**config.mk**
```make
export PLATFORM = sky130hd
export DESIGN_NAME = rename_stage
export DESIGN_NICKNAME = d
export VERILOG_FILES = /design/src/rtl/rename_stage_pkg.sv /design/src/rtl/rename_free_list.sv /design/src/rtl/rename_stage.sv
export SDC_FILE = /design/constraint.sdc
export NUM_CORES = 1
export LEC_CHECK = 0
export CORE_UTILIZATION = 45
export DETAILED_ROUTE_END_ITERATION = 8
export PLACE_DENSITY = 0.6
export SYNTH_ARGS = -nofsm -noshare
export SYNTH_HDL_FRONTEND = slang
export SYNTH_HIERARCHICAL = 1
export SYNTH_SLANG_ARGS = --single-unit
```
**constraint.sdc**
```tcl
create_clock -name clk -period 3.5 [get_ports clk]
set_input_delay 0.875 -clock clk [delete_from_list [all_inputs] [get_ports clk]]
set_output_delay 0.875 -clock clk [all_outputs]
set_load 0.02 [all_outputs]
```
**src/rtl/rename_stage_pkg.sv**
```systemverilog
// Shared types and sizing for the register rename stage.
// Tag widths, architectural/physical register counts and the free-list geometry live here.
package rename_stage_pkg;

   localparam int NUM_PREGS  = 64;
   localparam int PTAG_W     = 6;
   localparam int NUM_AREGS  = 32;
   localparam int AREG_W     = 5;
   localparam int FREE_DEPTH = 32;
   localparam int FREE_PTR_W = 5;
   localparam int FREE_CNT_W = 6;

   typedef logic [PTAG_W-1:0] ptag_t;
   typedef logic [AREG_W-1:0] areg_t;

   typedef struct packed {
      logic [6:0]  opcode;
      logic [2:0]  funct3;
      logic [6:0]  funct7;
      logic [31:0] imm;
      logic        has_imm;
      logic [1:0]  lw_sw;
      logic        mem_read;
      logic        mem_write;
      logic        mem_to_reg;
   } pass_t;

   // x0 is constant, so writes to it never consume a physical register.
   function automatic logic needs_alloc(input logic reg_write, input areg_t dest);
      return reg_write & (dest != 5'd0);
   endfunction

endpackage

```
**src/rtl/rename_free_list.sv**
```systemverilog
// Circular FIFO of free physical register tags.
// Reset fills it with the tags that are not mapped by the identity RAT.
module rename_free_list
   import rename_stage_pkg::*;
#(
   parameter int NUM_PREGS = rename_stage_pkg::NUM_PREGS
) (
   input  logic                  clk,
   input  logic                  rstn,
   input  logic                  push,
   input  ptag_t                 push_tag,
   input  logic                  pop,
   output ptag_t                 head,
   output logic [FREE_CNT_W-1:0] count
);

   ptag_t                 slots_r [FREE_DEPTH];
   logic [FREE_PTR_W-1:0] head_r;
   logic [FREE_PTR_W-1:0] tail_r;
   logic [FREE_CNT_W-1:0] count_r;
   logic                  push_ok_s;
   logic                  pop_ok_s;

   // Tag 0 is never free, and a push into a full list is dropped.
   always_comb begin
      push_ok_s = push & (push_tag != {PTAG_W{1'b0}}) & (count_r != FREE_CNT_W'(FREE_DEPTH));
      pop_ok_s  = pop & (count_r != {FREE_CNT_W{1'b0}});
   end

   // Pointer, occupancy and storage update.
   always_ff @(posedge clk or negedge rstn) begin
      if (!rstn) begin
         for (int i = 0; i < FREE_DEPTH; i++) begin
            slots_r[i] <= ptag_t'(NUM_PREGS - FREE_DEPTH + i);
         end
         head_r  <= {FREE_PTR_W{1'b0}};
         tail_r  <= {FREE_PTR_W{1'b0}};
         count_r <= FREE_CNT_W'(FREE_DEPTH);
      end else begin
         if (push_ok_s) begin
            slots_r[tail_r] <= push_tag;
            tail_r          <= tail_r + 5'd1;
         end else begin
            tail_r          <= tail_r;
         end
         if (pop_ok_s) begin
            head_r <= head_r + 5'd1;
         end else begin
            head_r <= head_r;
         end
         case ({push_ok_s, pop_ok_s})
            2'b10:   count_r <= count_r + 6'd1;
            2'b01:   count_r <= count_r - 6'd1;
            default: count_r <= count_r;
         endcase
      end
   end

   assign head  = slots_r[head_r];
   assign count = count_r;

endmodule

```
**src/rtl/rename_stage.sv**
```systemverilog
// Register rename stage: maps architectural sources/destination to physical tags
// through the RAT and the free list, with a one-entry registered output toward dispatch.
module rename_stage
   import rename_stage_pkg::*;
#(
   parameter int NUM_PREGS = rename_stage_pkg::NUM_PREGS
) (
   input  logic        clk,
   input  logic        rstn,
   input  logic        in_valid,
   output logic        in_ready,
   input  logic [6:0]  opcode_in,
   input  logic [2:0]  funct3_in,
   input  logic [6:0]  funct7_in,
   input  logic [31:0] imm_in,
   input  logic        hasImm_in,
   input  logic [1:0]  lwSw_in,
   input  logic        memRead_in,
   input  logic        memWrite_in,
   input  logic        memToReg_in,
   input  logic [4:0]  srcReg1_in,
   input  logic [4:0]  srcReg2_in,
   input  logic [4:0]  destReg_in,
   input  logic        regWrite_in,
   output logic        out_valid,
   input  logic        out_ready,
   output logic [5:0]  pSrc1_out,
   output logic [5:0]  pSrc2_out,
   output logic [5:0]  pDest_out,
   output logic [5:0]  oldPDest_out,
   output logic [6:0]  opcode_out,
   output logic [2:0]  funct3_out,
   output logic [6:0]  funct7_out,
   output logic [31:0] imm_out,
   output logic        hasImm_out,
   output logic [1:0]  lwSw_out,
   output logic        memRead_out,
   output logic        memWrite_out,
   output logic        memToReg_out,
   output logic        regWrite_out,
   input  logic        retire_valid,
   input  logic [5:0]  retire_preg,
   output logic [5:0]  free_count
);

   ptag_t                 rat_r [NUM_AREGS];
   logic                  out_valid_r;
   ptag_t                 p_src1_r;
   ptag_t                 p_src2_r;
   ptag_t                 p_dest_r;
   ptag_t                 old_p_dest_r;
   logic                  reg_write_r;
   pass_t                 pass_r;

   pass_t                 pass_in_s;
   ptag_t                 src1_tag_s;
   ptag_t                 src2_tag_s;
   ptag_t                 old_tag_s;
   ptag_t                 head_s;
   logic [FREE_CNT_W-1:0] count_s;
   logic                  needs_alloc_s;
   logic                  in_ready_s;
   logic                  accept_s;
   logic                  alloc_s;

   rename_free_list #(
      .NUM_PREGS (NUM_PREGS)
   ) u_free_list (
      .clk      (clk),
      .rstn     (rstn),
      .push     (retire_valid),
      .push_tag (retire_preg),
      .pop      (alloc_s),
      .head     (head_s),
      .count    (count_s)
   );

   // RAT lookups (pre-update values) and the accept handshake.
   always_comb begin
      pass_in_s.opcode     = opcode_in;
      pass_in_s.funct3     = funct3_in;
      pass_in_s.funct7     = funct7_in;
      pass_in_s.imm        = imm_in;
      pass_in_s.has_imm    = hasImm_in;
      pass_in_s.lw_sw      = lwSw_in;
      pass_in_s.mem_read   = memRead_in;
      pass_in_s.mem_write  = memWrite_in;
      pass_in_s.mem_to_reg = memToReg_in;
      src1_tag_s    = (srcReg1_in == 5'd0) ? {PTAG_W{1'b0}} : rat_r[srcReg1_in];
      src2_tag_s    = (srcReg2_in == 5'd0) ? {PTAG_W{1'b0}} : rat_r[srcReg2_in];
      old_tag_s     = rat_r[destReg_in];
      needs_alloc_s = needs_alloc(regWrite_in, destReg_in);
      // A retire into an empty list only helps from the next cycle on.
      in_ready_s    = rstn & (~out_valid_r | out_ready)
                    & (~needs_alloc_s | (count_s != {FREE_CNT_W{1'b0}}));
      accept_s      = in_valid & in_ready_s;
      alloc_s       = accept_s & needs_alloc_s;
   end

   // RAT: identity map after reset; entry 0 is never written.
   always_ff @(posedge clk or negedge rstn) begin
      if (!rstn) begin
         for (int i = 0; i < NUM_AREGS; i++) begin
            rat_r[i] <= ptag_t'(i);
         end
      end else begin
         if (alloc_s) begin
            rat_r[destReg_in] <= head_s;
         end else begin
            rat_r[destReg_in] <= rat_r[destReg_in];
         end
      end
   end

   // Output register toward dispatch; holds while dispatch stalls.
   always_ff @(posedge clk or negedge rstn) begin
      if (!rstn) begin
         out_valid_r  <= 1'b0;
         p_src1_r     <= {PTAG_W{1'b0}};
         p_src2_r     <= {PTAG_W{1'b0}};
         p_dest_r     <= {PTAG_W{1'b0}};
         old_p_dest_r <= {PTAG_W{1'b0}};
         reg_write_r  <= 1'b0;
         pass_r       <= '{default: '0};
      end else if (accept_s) begin
         out_valid_r <= 1'b1;
         p_src1_r    <= src1_tag_s;
         p_src2_r    <= src2_tag_s;
         pass_r      <= pass_in_s;
         if (needs_alloc_s) begin
            p_dest_r     <= head_s;
            old_p_dest_r <= old_tag_s;
            reg_write_r  <= 1'b1;
         end else begin
            p_dest_r     <= {PTAG_W{1'b0}};
            old_p_dest_r <= {PTAG_W{1'b0}};
            reg_write_r  <= 1'b0;
         end
      end else if (out_ready) begin
         out_valid_r <= 1'b0;
      end else begin
         out_valid_r <= out_valid_r;
      end
   end

   assign in_ready     = in_ready_s;
   assign free_count   = count_s;
   assign out_valid    = out_valid_r;
   assign pSrc1_out    = p_src1_r;
   assign pSrc2_out    = p_src2_r;
   assign pDest_out    = p_dest_r;
   assign oldPDest_out = old_p_dest_r;
   assign regWrite_out = reg_write_r;
   assign opcode_out   = pass_r.opcode;
   assign funct3_out   = pass_r.funct3;
   assign funct7_out   = pass_r.funct7;
   assign imm_out      = pass_r.imm;
   assign hasImm_out   = pass_r.has_imm;
   assign lwSw_out     = pass_r.lw_sw;
   assign memRead_out  = pass_r.mem_read;
   assign memWrite_out = pass_r.mem_write;
   assign memToReg_out = pass_r.mem_to_reg;

endmodule

```
==> results_dict.tcl, run 1 <==
set metrics [dict create \
    netlist.area_leader.share_pct 28.1 \
    diodes 0 \
    crit_required_ps 2620 \
    period_share_pct 97.1 \
    synth_cell_type_count 69 \
    core_area_sq_um 56400 \
    r2r_setup_slack_ps 330 \
    vias_per_cell 5.75 \
    finalMaxSlewViolations 0 \
    die-area_sq_um 58000 \
    synth_edf_count 0 \
    syn_to_final_growth_pct 18.1 \
    antenna_found_initial 0 \
    rr_worst_depth 14 \
    period_minus_slack_ps 3400 \
    final_common_cell "nand2_1" \
    fin_skew_ps 23.6 \
    regToRegEndpoint "u_free_list/count[2]" \
    grt_max_degree 197 \
    drive_above_1_share_pct 38.4 \
    synth_nets 2229 \
    die_w_microns 241 \
    netlist_area_sq_um 25700 \
    cts_tree "done" \
    cts_buffers 56 \
    start_util_pct 45.5 \
    detail-route-antenna-nets 0 \
    yosys_register_bits 481 \
    yosys-top-cells-area "dfrtp_1 (28%), dfstp_2 (20%), mux4_2 (12%)" \
    path_class "in2out" \
    final_area_sq_um 30300 \
    numPortBuffers 169 \
    maxCapViolations 0 \
    slew_headroom_pct 25.9 \
    worst_pin_slew_ps 1110 \
    grt_pass1_vias 18300 \
    r2r_start "u_free_list/count[4]" \
    detail_route.wirelength_microns 72500 \
    rows 87 \
    hpwl_microns 49800 \
    postCtsSetupBuffers 0 \
    finish.net_count 2409 \
    remaining_drc_errors 0 \
    cts_buffer_depth 3 \
    p_leak_nw 12.8 \
    cts_sinks 481 \
    layout_common_cells "nand2_1 (404), dfrtp_1 (287), mux2_2 (197)" \
    root_buffer "clkbuf_16" \
    critPathLaunchType "input port" \
    power-per-cell-area_nw_per_um2 757 \
    first_iter_violations 1343 \
    end_kind "primary output" \
    ios 170 \
    wire_per_inst_microns 23.2 \
    grt_overflow 0 \
    grt_pass1_wl_microns 112000 \
    max-vdd-ir-drop_mv 0.561 \
    grt_use_total_pct 25.6 \
    synth_cells 2139 \
    setup_viol 0 \
    yosysTopAreaCell "dfrtp_1" \
    synthFlopType "dfrtp_1" \
    arrival_ps 2520 \
    fin_hold_ws_ps 419 \
    hp-class "in2async" \
    hold_violations 0 \
    status "completed" \
    place_area_sq_um 28500 \
    fmax_mhz 294 \
    vias 18000 \
    drtPass1Iterations 6 \
    fillers 4897 \
    die_y_microns 241 \
    yosysWarnings 6 \
    clk_pin_slew_ps 60 \
    synth-seq-area-share_pct 47.8 \
    async_flop_share_pct 100 \
    ctsHtreeMaxLevel 2 \
    gp_congestion 0.933 \
    syn_avg_cell_area_sq_um 12.0 \
    crit_path_max_fanout 4 \
    rsz0062_at_grt "false" \
    insertion_delay_ps 620 \
]
## metal layers
layer / up-vias / routed length, microns / global-route usage [%]
li1: 8171 / - / -
met5: - / 0 / 0
met4: 0 / 2150 / 8.50
met3: 132 / 3390 / 3.57
met2: 499 / 35700 / 42.5
met1: 9157 / 31200 / 34.6
## synthesized netlist by cell type (8+ instances only)
| cell type | instances |
|---|---|
| buf_6 | 17 |
| nand3_1 | 22 |
| nand4_1 | 8 |
| o21ai_0 | 35 |
| buf_4 | 12 |
| o21ai_1 | 33 |
| o21ai_2 | 121 |
| dfstp_2 | 193 |
| mux2_2 | 197 |
| nand2_2 | 32 |
| nand2b_1 | 11 |
| buf_1 | 10 |
| buf_2 | 66 |
| a22o_1 | 23 |
| mux2i_1 | 145 |
| nor3_1 | 8 |
| mux4_2 | 134 |
| xor2_1 | 8 |
| a22oi_1 | 43 |
| and3_1 | 9 |
| ha_1 | 8 |
| dfrtp_1 | 288 |
| mux2_1 | 24 |
| a21oi_1 | 25 |
| nor2_1 | 78 |
| a31oi_1 | 39 |
| clkbuf_1 | 52 |
| nand2_1 | 404 |
## critical path: stages
cell and delay (ps):
clkdlybuf4s50_1 490, or3_1 390, o2111a_2 300, nor2_1 90, dlygate4sd2_1 370
## per-stage QoR
step	std cells	total power [mW]	worst slack (ps)	TNS [ps]	util, %
global route	3122	24.1	38.3	0	53.8
detailed placement	3017	17.4	-168	-599	50.6
floorplan	2139	14.5	8.89	0	-
global placement	3017	17.1	-178	-427	50.6
finish	3122	22.9	101	0	53.8
CTS	3122	23.1	91.3	0	53.8
## how the worst max path moves through the flow
| stage | from | to | slack, ps | cells after the start |
|---|---|---|---|---|
| after floorplan | out_ready | u_free_list/count[4] | 9 | 14 |
| after global placement | destReg_in[3] | in_ready | -180 | 5 |
| after detailed placement | destReg_in[4] | in_ready | -170 | 5 |
| after CTS | destReg_in[4] | in_ready | 90 | 5 |
| after global routing | destReg_in[4] | in_ready | 40 | 5 |
| final | destReg_in[4] | in_ready | 100 | 5 |
## sequential cells by signal (all words and copies together), names as in the netlist, 5 cells and up
register	count
pSrc2_out	6
imm_out	32
rat_r	192
u_free_list/slots_r	192
oldPDest_out	6
u_free_list/tail_r	5
u_free_list/count	6
u_free_list/head_r	5
pSrc1_out	6
pDest_out	6
funct7_out	7
opcode_out	7
## cell type report
class | count | area (sq um) | share of cell area, %
sequential | 481 | 12300 | 40.5
tap | 756 | 946 | 3.12
clock buffer | 89 | 1660 | 5.46
clock inverter | 16 | 120 | 0.396
inverter | 6 | 22.5 | 0.0743
multi-input combinational | 1493 | 12500 | 41.3
timing repair buffer | 281 | 2760 | 9.11
## cell families after synthesis
group           count (synthesis)  synth area share [%]
simple gates                  619                  10.5
mux                           501                  27.2
flops                         481                  47.8
compound gates                350                  10.2
buf+inv                       165                  3.42
xor+xnor                       15                 0.512
fa+ha+maj                       8                 0.390
## where the power goes
group          internal, mW  leakage, nW  switching (mW)  total, mW
Combinational          3.87         6.28            4.09       7.96
Clock                  3.24        0.876            2.39       5.63
Sequential             7.95         5.69            1.41       9.36
Total                  15.1         12.8            7.89       22.9
## timing repair
action / in CTS / in global routing
gates resized for setup: 1 / 0
hold buffers: 0 / 0
endpoints found under the setup margin: 1 / 0
Power figures use the tool's default switching activity.
==> run 2: changes to the inputs <==
--- a/config.mk
+++ b/config.mk
@@ -5,9 +5,9 @@
 export SDC_FILE = /design/constraint.sdc
 export NUM_CORES = 1
 export LEC_CHECK = 0
-export CORE_UTILIZATION = 45
+export CORE_UTILIZATION = 25
 export DETAILED_ROUTE_END_ITERATION = 8
-export PLACE_DENSITY = 0.6
+export PLACE_DENSITY = 0.37
 export SYNTH_ARGS = -nofsm -noshare
 export SYNTH_HDL_FRONTEND = slang
 export SYNTH_HIERARCHICAL = 1
==> run 2 against run 1 <==
The flow now finishes with violations (DRC). Power is 5.9% higher. Worst hold slack got worse by 62 ps. Routed wire length rose by 22%. Worst setup slack better by 7.0 ps. Combinational power grew 4.1%. Global-route usage shrank 8.3 points. Sequential power about the same. Sequential cell count unchanged. Register-to-register slack better by 240 ps. Critical endpoint unchanged. Highest routed layer unchanged.
==> results_dict.tcl, run 2 (synthesized netlist as in run 1, its figures left out) <==
set metrics [dict create \
    drtPass1Iterations 9 \
    diodes 0 \
    ios 170 \
    finish.net_count 2439 \
    clk_pin_slew_ps 60 \
    final_area_sq_um 31600 \
    tns_ps 0 \
    hold_buffers 0 \
    p_leak_nw 13.1 \
    fin_cells 3771 \
    path_class "in2out" \
    place_area_sq_um 29500 \
    crit_end "in_ready" \
    power-per-cell-area_nw_per_um2 769 \
    die_w_microns 322 \
    end_kind "primary output" \
    layout_common_cells "nand2_1 (404), dfrtp_1 (287), mux2_2 (197)" \
    start_util_pct 25.2 \
    core_area_sq_um 102000 \
    wl_met3_microns 3530 \
    hold_violations 0 \
    dpl.cell_count 3649 \
    fmax_mhz 295 \
    ctsHtreeMaxLevel 3 \
    fin_skew_ps 41.1 \
    fin_hold_ws_ps 357 \
    max-vdd-ir-drop_mv 0.416 \
    cts_buffer_depth 3 \
    path_cells "clkdlybuf4s50_1, or3_1, o2111a_2, nor2_1, dlygate4sd2_1" \
    crit_required_ps 2620 \
    grt_overflow 0 \
    hp-class "in2async" \
    critPathLaunchType "input port" \
    cp_slowest_cell "clkdlybuf4s50_1" \
    arrival_ps 2520 \
    numPortBuffers 169 \
    root_buffer "clkbuf_16" \
    cts_tree "done" \
    grt_pass1_wl_microns 133000 \
    die-area_sq_um 104000 \
    remaining_drc_errors 2 \
    postCtsSetupBuffers 0 \
    startpoint "destReg_in[3]" \
    r2r_start "u_free_list/count[4]" \
    insertion_delay_ps 630 \
    cts_buffers 66 \
    slew_headroom_pct 36.5 \
    grt_pass1_vias 19000 \
    die_y_microns 322 \
    grt_use_total_pct 17.3 \
    finalMaxSlewViolations 0 \
    period_minus_slack_ps 3390 \
    setup_viol 0 \
    crit_path_max_fanout 4 \
    highest_layer "met4" \
    maxCapViolations 0 \
    rsz0062_at_grt "false" \
    detail-route-antenna-nets 0 \
    period_share_pct 96.9 \
    violations "DRC" \
    rr_worst_depth 13 \
    status "finished, violations left" \
    worst_pin_slew_ps 950 \
    grt_max_degree 138 \
    antenna_found_initial 0 \
    hpwl_microns 62100 \
    vias 18200 \
    detail_route.wirelength_microns 88400 \
    m1WireLength_microns 40700 \
    wire_per_inst_microns 23.4 \
    rows 117 \
    wl_met2_microns 42200 \
    cts_sinks 481 \
    slowest_delay_ps 490 \
    cts_resized 1 \
    vias_per_cell 4.82 \
    first_iter_violations 1182 \
    gp_congestion 0.813 \
    r2r_setup_slack_ps 570 \
    drive_above_1_share_pct 39.5 \
    final_common_cell "nand2_1" \
    regToRegEndpoint "u_free_list/count[4]" \
    syn_to_final_growth_pct 23.2 \
]
-- run 2: cell count changes in the layout (fill, tap and decap cells not counted), sizes merged --
| cell | delta |
|---|---|
| buf | +20 |
| bufinv | +1 |
| clkbuf | +12 |
| clkinv | +2 |
| clkinvlp | +1 |
| inv | +1 |
-- run 2: area by class of cell --
class                      instances  area (sq um)
fill                           10300         70100
tap                             1368          1710
multi-input combinational       1493         12500
timing repair buffer             301          2920
clock buffer                     101          1980
inverter                           6          22.5
sequential                       481         12300
clock inverter                    21           176
-- run 2: metrics by stage --
step | worst slack (ps) | util, % | total power [mW]
3_3_place_gp | -98.9 | 29.0 | 17.6
2_1_floorplan | 8.89 | - | 14.5
6_report | 108 | 31.1 | 24.3
4_1_cts | 115 | 31.1 | 24.7
5_1_grt | 53.7 | 31.1 | 25.8
3_5_place_dp | -154 | 29.0 | 17.8
-- run 2: routing by layer --
| metal | vias to the layer above | global-route usage, % |
|---|---|---|
| li1 | 8247 | - |
| met1 | 9409 | 24.0 |
| met2 | 397 | 28.1 |
| met3 | 105 | 2.45 |
| met4 | 0 | 4.69 |
| met5 | - | 0 |
-- run 2: worst min-delay path by stage --
stage | to | slack, ps
after floorplan | rat_r[10] | 450
after global placement | rat_r[190] | 410
after detailed placement | rat_r[190] | 410
after CTS | pDest_out[3] | 330
after global routing | pDest_out[3] | 350
final | pSrc1_out[5] | 360
-- run 2: report_power, final --
part	total, mW	internal [mW]	switching, mW
Clock	6.67	3.98	2.68
Sequential	9.35	7.95	1.40
Combinational	8.29	3.92	4.37
-- run 2: worst max-delay path, delay by kind of cell --
kind	cells	cell delay (ps)
buf+inv	2	840
compound gates	1	280
simple gates	2	520
==> patch, RTL diff (config.mk and constraints of run 1) <==
The package constant `NUM_AREGS` goes from 32 to 128.
--- a/src/rtl/rename_stage_pkg.sv
+++ b/src/rtl/rename_stage_pkg.sv
@@ -4,7 +4,7 @@
 
    localparam int NUM_PREGS  = 64;
    localparam int PTAG_W     = 6;
-   localparam int NUM_AREGS  = 32;
+   localparam int NUM_AREGS  = 128;
    localparam int AREG_W     = 5;
    localparam int FREE_DEPTH = 32;
    localparam int FREE_PTR_W = 5;
Check against the original RTL: not settled (the Yosys comparison gave no result); the edit may change what the design does.
==> patch against run 1 <==
- routed wire length is 12% higher
- synthesized cell count up 9.3%
- design area is 3.6% higher
- worst setup slack improved by 0.017 ns
- sequential cell count unchanged
- critical path depth is 5 higher
- area after synthesis up 3.9%
- total power rose by 8.0%
- highest routed layer unchanged
==> patch: results (changes against run 1) <==
| Metric | Value |
|---|---|
| Clk pin slew, worst setup/hold paths | `0.06 ns (about the same)` |
| VDD IR max | `0.656 mV (was 0.561 mV)` |
| Hold depth | `0` |
| Vias/cell | `6.07 (was 5.75)` |
| H-tree depth | `2 (unchanged)` |
| Clk buf depth | `3 (unchanged)` |
| # port buffers | `169 (unchanged)` |
| Hold Path Class | `register to register (was input port to async pin)` |
| WHS | `0.421 ns (was 0.419 ns)` |
| Outcome | `completed (unchanged)` |
| First-pass GRT wire length | `125000 µm (was 112000 µm)` |
| Fin nets | `2580 (was 2409)` |
| Clk_lat worst skew | `0.62 ns (about the same)` |
| Leak Pwr | `0.0135 µW (was 0.0128 µW)` |
| Sequential share of the synthesized area | `0.460 (was 0.478)` |
| Worst reg-to-reg path cell count | `10 (was 14)` |
| Worst r2r dst | `rat_r[643]$_DFFE_PN0N_ (was u_free_list/count[2]$_DFFE_PN0P_)` |
| First-pass iteration count of the detailed router | `5 (was 6)` |
| Post-DP HPWL | `54600 µm (was 49800 µm)` |
| Clock Skew | `0.0539 ns (was 0.0236 ns)` |
| Main area contributors after synthesis | `dfrtp_1 (27%), dfstp_2 (19%), mux4_2 (9.0%) (was dfrtp_1 (28%), dfstp_2 (20%), mux4_2 (12%))` |
| Synth cell count leaders | `dfrtp_1 (288), nand2_1 (254), mux2i_1 (216) (was nand2_1 (404), dfrtp_1 (288), mux2_2 (197))` |
| TritonCTS buffer count | `54 (was 56)` |
| CP Data Arrival Time | `3.88 ns (was 2.52 ns)` |
| Vias in the first global route | `20400 (was 18300)` |
| Hold Crit Start | `rat_r[766]$_DFFE_PN0N_` |
| Unique masters post-synth | `62 (was 69)` |
| Postcts setup bufs | `0 (unchanged)` |
| Synth Warn # | `6 (unchanged)` |
| DR iter-0 viols | `1703 (was 1343)` |
| Largest net degree at the start of global routing | `136 (was 197)` |
| Initial antenna violation count | `0 (unchanged)` |
| DP Worst Slack | `-0.335 ns (was -0.168 ns)` |
| Antenna cell count | `0 (unchanged)` |
| Hold Path Sink | `rat_r[766]$_DFFE_PN0N_` |
| Worst-path fanout max | `25 (was 4)` |
| CP Capture Type | `register (was output port)` |
| Post-synth ARST share | `1.00 (unchanged)` |
| CP max stage delay | `0.62 ns (was 0.49 ns)` |
| GRT Overall Usage | `0.270 (was 0.256)` |
| Final Wtd Congestion | `0.932 (was 0.933)` |
| Max stage delay cell, worst path | `nor4_2 (was clkdlybuf4s50_1)` |
| Worst reg2reg setup slack | `0.12 ns (was 0.33 ns)` |
| Share of cells above drive strength 1 | `0.315 (was 0.384)` |
| Slew @ Worst Pin | `0.823 ns (was 1.11 ns)` |
| Family with the most delay on the worst path | `simple AND/OR/NAND/NOR gates (was buffers and inverters)` |
| Power Internal | `15900 µW (was 15100 µW)` |
| Root buffer cell | `clkbuf_16 (unchanged)` |
| RR Startpoint | `u_free_list/head_r[0]$_DFFE_PN0P_ (was u_free_list/count[4]$_DFFE_PN0P_)` |
| Syn Nets | `2427 (was 2229)` |
| Fillers | `5009 (was 4897)` |
| Wirelength per Cell | `24.5 µm (was 23.2 µm)` |
## patch: worst max-delay path by stage
stage          depth (start not counted)  slack (ns)                                to                              start
3_5_place_dp                           6       -0.33                          in_ready                      destReg_in[3]
3_3_place_gp                           6       -0.32                          in_ready                      destReg_in[3]
4_1_cts                                6        0.01                          in_ready                      destReg_in[3]
2_1_floorplan                         16       0.003  u_free_list/count[4]$_DFFE_PN0P_                      destReg_in[1]
5_1_grt                               10        0.05            rat_r[685]$_DFFE_PN0N_  u_free_list/head_r[0]$_DFFE_PN0P_
6_report                              10        0.12            rat_r[643]$_DFFE_PN0N_  u_free_list/head_r[0]$_DFFE_PN0P_
## patch: repair_timing
action | CTS | global route
pin swaps | 0 | 0
resized for setup | 4 | 1
setup endpoints to repair | 22 | 1
## patch: worst register-to-register path, stage by stage (launching register included)
cell	delay, ns
dfrtp_4	0.58
buf_12	0.26
mux2i_1	0.31
a22oi_1	0.14
nand4_1	0.23
nand3_1	0.34
nor4_2	0.62
buf_4	0.22
a41oi_4	0.03
buf_4	0.25
mux2_4	0.28
## patch: layer usage
layer  wire length (µm)  vias to the layer above  global-route usage
li1                   -                     8883                   -
met1              33900                    10300               0.361
met2              39900                      699               0.450
met3               4590                      155              0.0350
met4               2520                        0              0.0923
met5                  0                        -                   0
## patch: cells by family (layout without fill, tap and decap cells)
kind of cell / Yosys count / count (layout) / share of synthesized area
xor gates and xnor gates: 15 / 15 / 0.00493
adders and majority gates: 8 / 8 / 0.00375
DFF: 481 / 481 / 0.460
and+or+nand+nor: 607 / 607 / 0.111
muxes: 557 / 557 / 0.274
AOI/OAI and AO/OA: 443 / 443 / 0.104
buffers and inverters: 226 / 425 / 0.0416
## patch: area by class of cell
class / count / share of cell area
sequential: 481 / 0.391
tap: 765 / 0.0305
timing repair buffer: 311 / 0.0948
inverter: 12 / 0.00151
multi-input combinational: 1630 / 0.425
clock inverter: 20 / 0.00702
clock buffer: 82 / 0.0503
## patch: stage by stage
stage,std cells,area [µm²]
floorplan,2337,26700
global placement,3199,29600
detailed placement,3199,29600
CTS,3301,31400
global route,3301,31400
finish,3301,31400
## patch: power by group through the flow
stage	logic [µW]	clock network [µW]	registers, µW
3_5_place_dp	9200	0	9830
3_3_place_gp	9020	0	9680
2_1_floorplan	6060	0	9490
4_1_cts	9240	5830	9770
6_report	9250	5720	9820
5_1_grt	9930	6040	10100
